<file path="config.mk">
export PLATFORM = sky130hd
export DESIGN_NAME = screen_erase_engine
export DESIGN_NICKNAME = d
export VERILOG_FILES = /design/src/rtl/screen_erase_engine.sv
export SDC_FILE = /design/constraint.sdc
export NUM_CORES = 1
export LEC_CHECK = 0
export ABC_CLOCK_PERIOD_IN_PS = 2150
export CAP_MARGIN = 20
export CORE_MARGIN = 3
export CORE_UTILIZATION = 47
export CTS_CLUSTER_SIZE = 28
export DETAILED_ROUTE_END_ITERATION = 7
export PLACE_DENSITY_LB_ADDON = 0.12
export SKIP_CTS_REPAIR_TIMING = 1
export SLEW_MARGIN = 20
export SYNTH_ARGS = -nofsm -noshare
export SYNTH_HDL_FRONTEND = slang
export SYNTH_SLANG_ARGS = --single-unit
</file>
<file path="constraint.sdc">
create_clock -name clk -period 2.15 [get_ports clk]
set_clock_uncertainty 0.2 [all_clocks]
set_input_delay 0.215 -clock clk [delete_from_list [all_inputs] [get_ports clk]]
set_output_delay 0.215 -clock clk [all_outputs]
set_load 0.005 [all_outputs]
</file>
<file path="src/rtl/screen_erase_engine.sv">
// rtl/screen_erase_engine.sv - character buffer write mux with VT52 erase sweeps (optional CLEAR_ON_RESET_EN)
module screen_erase_engine #(
    parameter int         COL_BITS  = 6,
    parameter int         ROW_BITS  = 4,
    parameter logic [7:0] FILL_CHAR = 8'h20
) (
    input  logic                         clk,
    input  logic                         clr,
    input  logic                         cmd_valid,
    output logic                         cmd_ready,
    input  logic [1:0]                   cmd_op,
    input  logic [ROW_BITS-1:0]          cmd_row,
    input  logic [COL_BITS-1:0]          cmd_col,
    input  logic [7:0]                   in_char,
    input  logic [ROW_BITS+COL_BITS-1:0] in_addr,
    input  logic                         in_wen,
    output logic [7:0]                   out_char,
    output logic [ROW_BITS+COL_BITS-1:0] out_addr,
    output logic                         out_wen,
    output logic                         busy,
    output logic                         done
);

    localparam int ADDR_BITS = ROW_BITS + COL_BITS;
    localparam logic [ADDR_BITS-1:0] ADDR_ONE = {{(ADDR_BITS-1){1'b0}}, 1'b1};

    typedef enum logic [1:0] {
        ST_IDLE   = 2'd0,
        ST_SWEEP  = 2'd1,
        ST_FINISH = 2'd2
    } state_t;

    state_t                state_q, state_d;
    logic [ADDR_BITS-1:0]  cnt_q, cnt_d;
    logic [ADDR_BITS-1:0]  end_q, end_d;
    logic                  gap_q, gap_d;
    logic                  last_q, last_d;
    logic [7:0]            out_char_q, out_char_d;
    logic [ADDR_BITS-1:0]  out_addr_q, out_addr_d;
    logic                  out_wen_q, out_wen_d;
    logic                  busy_q, busy_d;
    logic                  done_q, done_d;
    logic                  cmd_ready_q, cmd_ready_d;

    logic [ADDR_BITS-1:0]  start_addr;
    logic [ADDR_BITS-1:0]  stop_addr;

    // Decode the request into an inclusive sweep range; end is never below start.
    always_comb begin
        start_addr = {cmd_row, cmd_col};
        stop_addr  = {cmd_row, {COL_BITS{1'b1}}};
        case (cmd_op)
            2'b00: begin
                start_addr = {cmd_row, cmd_col};
                stop_addr  = {cmd_row, {COL_BITS{1'b1}}};
            end
            2'b01: begin
                start_addr = {cmd_row, cmd_col};
                stop_addr  = {ADDR_BITS{1'b1}};
            end
            2'b10: begin
                start_addr = {ADDR_BITS{1'b0}};
                stop_addr  = {ADDR_BITS{1'b1}};
            end
            default: begin
                start_addr = {cmd_row, {COL_BITS{1'b0}}};
                stop_addr  = {cmd_row, {COL_BITS{1'b1}}};
            end
        endcase
    end

    // Next state and next output values; status outputs follow the next state
    // so that every output is a flop aligned with the write it describes.
    // gap_q inserts one idle cycle after a same-cycle pass-through write;
    // last_q holds SWEEP for the cycle in which the final fill is on the bus.
    always_comb begin
        state_d    = state_q;
        cnt_d      = cnt_q;
        end_d      = end_q;
        gap_d      = gap_q;
        last_d     = last_q;
        out_char_d = out_char_q;
        out_addr_d = out_addr_q;
        out_wen_d  = 1'b0;

        case (state_q)
            ST_IDLE, ST_FINISH: begin
                state_d = ST_IDLE;
                if (in_wen) begin
                    out_wen_d  = 1'b1;
                    out_addr_d = in_addr;
                    out_char_d = in_char;
                end
                if (cmd_valid) begin
                    state_d = ST_SWEEP;
                    cnt_d   = start_addr;
                    end_d   = stop_addr;
                    gap_d   = in_wen;
                    last_d  = 1'b0;
                end
            end
            ST_SWEEP: begin
                if (last_q) begin
                    state_d = ST_FINISH;
                    last_d  = 1'b0;
                end else if (gap_q) begin
                    gap_d = 1'b0;
                end else begin
                    out_wen_d  = 1'b1;
                    out_addr_d = cnt_q;
                    out_char_d = FILL_CHAR;
                    cnt_d      = cnt_q + ADDR_ONE;
                    if (cnt_q == end_q) begin
                        last_d = 1'b1;
                    end
                end
            end
            default: begin
                state_d = ST_IDLE;
            end
        endcase

        busy_d      = (state_d == ST_SWEEP);
        done_d      = (state_d == ST_FINISH);
        cmd_ready_d = (state_d != ST_SWEEP);
    end

    // State and output registers with synchronous reset; the clear-on-reset
    // build parks in a full-screen sweep that starts as soon as clr drops.
    always_ff @(posedge clk) begin
        if (clr) begin
`ifdef CLEAR_ON_RESET_EN
            state_q     <= ST_SWEEP;
            cnt_q       <= {ADDR_BITS{1'b0}};
            end_q       <= {ADDR_BITS{1'b1}};
            cmd_ready_q <= 1'b0;
`else
            state_q     <= ST_IDLE;
            cnt_q       <= {ADDR_BITS{1'b0}};
            end_q       <= {ADDR_BITS{1'b0}};
            cmd_ready_q <= 1'b1;
`endif
            gap_q       <= 1'b0;
            last_q      <= 1'b0;
            out_char_q  <= 8'h00;
            out_addr_q  <= {ADDR_BITS{1'b0}};
            out_wen_q   <= 1'b0;
            busy_q      <= 1'b0;
            done_q      <= 1'b0;
        end else begin
            state_q     <= state_d;
            cnt_q       <= cnt_d;
            end_q       <= end_d;
            cmd_ready_q <= cmd_ready_d;
            gap_q       <= gap_d;
            last_q      <= last_d;
            out_char_q  <= out_char_d;
            out_addr_q  <= out_addr_d;
            out_wen_q   <= out_wen_d;
            busy_q      <= busy_d;
            done_q      <= done_d;
        end
    end

    assign cmd_ready = cmd_ready_q;
    assign out_char  = out_char_q;
    assign out_addr  = out_addr_q;
    assign out_wen   = out_wen_q;
    assign busy      = busy_q;
    assign done      = done_q;

endmodule
</file>
Word-level counts from Yosys, hierarchy flattened
Index checks and enable logic that the tools add are counted.
{"block": "word_totals", "out_inout_bits": 22, "ff_bits": 46}
{"block": "classes", "addsub": 1, "mux": 29, "reduce_logical": 11, "n_eq_ne": 12}
{"op": "10-bit two-way mux", "count": 7}
{"op": "10-bit one-hot mux with 2 select lines", "count": 3}
{"op": "8-bit two-way mux", "count": 3}
{"op": "8-bit one-hot mux with 2 select lines", "count": 1}
{"op": "10-bit by 1-bit adder with 10-bit output (second input constant)", "count": 1}
{"op": "10-bit equality test", "count": 1}
{"op": "1-bit two-way mux", "count": 10}
{"op": "2-bit inequality test (second input constant)", "count": 4}
{"op": "4-bit AND reduction", "count": 2}
{"op": "2-bit by 1-bit equality test with 1-bit output (second input constant)", "count": 3}
{"op": "2-bit equality test (second input constant)", "count": 3}
{"op": "1-bit one-hot mux with 2 select lines", "count": 3}
{"op": "2-bit OR reduction", "count": 3}
{"op": "2-bit logical NOT", "count": 2}
{"op": "2-bit one-hot mux with 2 select lines", "count": 1}
{"op": "2-bit AND reduction", "count": 2}
{"op": "3-bit AND reduction", "count": 1}
{"op": "2-bit two-way mux", "count": 1}
{"op": "2-bit by 1-bit inequality test with 1-bit output (second input constant)", "count": 1}
{"op": "2-bit nonzero test", "count": 1}

Longest topological paths before layout
{"block": "depth", "ltp_word": 5, "depth_mapped": 6, "depth_no_buf": 6}

Worst setup path before layout
Ideal clock, no wire load.
{"block": "synth_timing", "path_type": "register to register", "from": "register state_q[0]", "to": "register cnt_q[1]", "arrival_time_ns": 1.419, "period_less_slack_ns": 1.755, "stages_incl_launch_ff": 7, "path_slack_ns": 0.395, "path_cell_list": "dfxtp_1 > or3b_1 > buf_6 > o21a_1 > buf_2 > a221oi_1 > nor3_1"}
{"block": "synth_via", "elab_chain_len": 4, "elab_cells_between_ends": 10, "cone_classes": "eq/ne (5); mux (1); reduce/logical (4)"}
{"element": "start: declaration", "line": "33", "rtl": "state_t state_q, state_d;"}
{"element": "start signal: assignment", "line": "151", "rtl": "state_q <= state_d;"}
{"element": "2-bit equality test or 2-bit logical NOT (tied branches)", "line": "86", "rtl": "case (state_q)"}
{"element": "2-bit OR reduction", "line": "86"}
{"element": "2-bit inequality test (no line) or 2-bit nonzero test (tied branches)"}
{"element": "4-bit AND reduction (no line)"}
{"element": "end signal: assignment", "line": "139", "rtl": "cnt_q <= {ADDR_BITS{1'b0}};"}
{"element": "end signal: assignment", "line": "152", "rtl": "cnt_q <= cnt_d;"}
{"element": "end: declaration", "line": "34", "rtl": "logic [ADDR_BITS-1:0] cnt_q, cnt_d;"}
Several ways; a longest one is shown, not always the timed one.
A chain may end at the register's enable or synchronous reset.

Final worst setup path
{"block": "layout_timing", "from": "register state_q[0]", "to": "register cnt_q[4]"}
Same word-level chain as after synthesis.

==> reports/metrics.cfg <==
[power_and_ir_drop]
p_leak_nw = 0.9696
power_density_nw_per_um2 = 722.2
peakVddDrop_v = 0.0003568

[finish]
area.growth.synth_to_final_pct = 37.85
final_common_cell = clkdlybuf4s50_1
multi_input_area_um2 = 985.9
seqCellArea_um2 = 820.8
n_fill_cell = 314
most-common-layout-cells = 55 x clkdlybuf4s50_1, 41 x dfxtp_1, 33 x nor2_1, 20 x nand2_1, 14 x nor3_1
layout.nets = 310
final_cell_count_no_fill = 320
fin_area_um2 = 2625
n_antenna_cell = 0
drive_above_1_share = 0.08088

[clocking]
cts.sinks = 41
path_clk_slew_ns = 0.08
clock_path_buffers = 2
cts_tree = done
htree_levels = 2
cts_buffers = 5
clkLatencyLatePin_ns = 0.29
clock-root-buffer = clkbuf_8

[floorplanning]
die_w_um = 69.66
die_h_um = 69.66
rows = 22
start_util = 0.5050
dieArea_um2 = 4852
fp.coreArea_um2 = 3771
io_pins = 56

[global_route]
grt_pass1_vias = 1703
grt_max_degree = 28
antenna_found_initial = 0
grt.overflow.total = 0
grt_pass1_wl_mm = 7.824
track_usage = 0.1961

[place]
place_area_um2 = 2521
portBuffers = 55
dp_cells = 313
gp_congestion = 0.7927
dp_hpwl_mm = 3.270

[routing]
ant_nets = 0
wl_per_cell_um = 14.13
drtPass1Iterations = 5
wl_mm = 4.521
vias = 1769
vias_per_cell = 5.528
drt_iter0_markers = 94
drc = 0

[min_path]
worstHoldPathType = reg2reg

[timing]
finalCriticalPeriod_ns = 1.942
rsz0062_at_grt = false
slew_headroom = 0.4938
final-hold-violation-count = 0
tightest_slew_ns = 0.7535
tns_ns = 0
finalSetupViolCount = 0
fmax_mhz = 515.0
finalCritPeriodShare = 0.9031
drv_slew = 0

[synth]
seq_area_frac_synth = 0.4310
syn_area_um2 = 1904
ys.flop_type = dfxtp_1
ys_ff_latch = 41
synth-edff-count = 0
syn_nets = 254
synth-async-reset-ratio = 0
avgSynthCellArea_um2 = 8.816
synthDistinctLibCells = 42
ys_warn_count = 0
synth_cells = 216

[job]
max_cap_viol_count = 0

[worst_setup_path]
startpoint_type = register
required_ns = 2.13
arrival_ns = 1.92
end_kind = register
path_max_fanout = 10
critical_path_class = reg2reg

[run_status]
status = finished clean

-- kinds of logic (layout without fill, tap and decap cells) --
| logic type | after synthesis | in the layout | synth area share |
|---|---|---|---|
| adder cells (fa/ha/maj) | 4 | 4 | 0.02628 |
| buffers and inverters | 20 | 76 | 0.05125 |
| AND/OR/NAND/NOR | 96 | 96 | 0.2424 |
| AO/OA/AOI/OAI | 48 | 48 | 0.2162 |
| multiplexers | 1 | 1 | 0.005256 |
| XOR/XNOR | 6 | 6 | 0.02760 |
| flip-flops | 41 | 41 | 0.4310 |
-- state kept, by name (all words and copies together), names as in the netlist --
signal,cells
cnt_q,10
out_addr,10
out_char,8
end_q,5
state_q,2
busy,1
cmd_ready,1
done,1
gap_q,1
last_q,1
out_wen,1
-- area by class of cell --
class	instances	area share
clock buffers	5	0.02622
clock inverters	2	0.01335
inverters	7	0.01001
multi-input cells	155	0.3756
flip-flops and latches	41	0.3127
well taps	48	0.02288
repair buffers	62	0.2393
-- path summary, 6_finish.rpt --
kind | from | cells past startpoint | end | slack, ns
min reg2reg | out_char[1] | 1 | out_char[1] | 0.28
min | out_char[1] | 1 | out_char[1] | 0.28
max reg2reg | state_q[0] | 4 | cnt_q[4] | 0.21
max | state_q[0] | 4 | cnt_q[4] | 0.21
-- cell usage after synthesis (2+ instances only) --
library cell  number  area, um2
a211oi_1           4      30.03
a21oi_1            8      40.04
a221oi_1           3      26.28
a22o_1             7      61.31
a22oi_1            2      15.01
a311oi_1           3      26.28
a311oi_2           6      90.09
a31oi_1            2      12.51
a32oi_1            2      17.52
and3_1             2      12.51
and4_1             2      17.52
buf_1              3      11.26
buf_2              3      15.01
buf_6              2      22.52
clkbuf_1           4      15.01
dfxtp_1           41      820.8
ha_1               4      50.05
inv_1              7      26.28
nand2_1           20      75.07
nand2b_1           4      25.02
nand3_1            4      20.02
nand4_1            3      18.77
nor2_1            33      123.9
nor2b_1            4      25.02
nor3_1            14      70.07
nor3b_1            2      15.01
nor4_1             2      12.51
o21a_1             2      15.01
o32ai_1            4      35.03
or4_1              2      15.01
xnor2_1            6      52.55
-- worst max-delay path, stage by stage (launching register included) --
cell and delay [ns]:
dfxtp_1 0.39, or3b_1 0.50, o21a_1 0.36, a221oi_1 0.28, nor3_1 0.09
-- layer usage --
| layer | track usage | share of wire | wire, um | up-vias |
|---|---|---|---|---|
| li1 | - | - | - | 892 |
| met1 | 0.2759 | 0.48 | 2166 | 802 |
| met2 | 0.2818 | 0.44 | 1969 | 69 |
| met3 | 0.05362 | 0.077 | 346 | 6 |
| met4 | 0.08085 | 0.0086 | 39 | 0 |
| met5 | 0 | 0 | 0 | - |
-- where the power goes --
group	total (mW)	internal [mW]	switching [mW]	leakage, nW
clock network	0.593	0.337	0.255	0.0540
registers	0.879	0.825	0.0545	0.338
logic	0.424	0.234	0.190	0.577
-- metrics by stage --
stage	util	hold slack, ns	total power [mW]	setup WS, ns
after detailed placement	0.6685	0.2560	1.320	-0.07687
after global routing	0.6961	0.3105	1.988	0.04297
final	0.6961	0.2781	1.896	0.2084
after floorplan	-	0.1479	1.124	0.3953
after global placement	0.6685	0.2560	1.313	0.004586
after CTS	0.6961	0.2801	1.912	0.2021
Power figures use the tool's default switching activity.
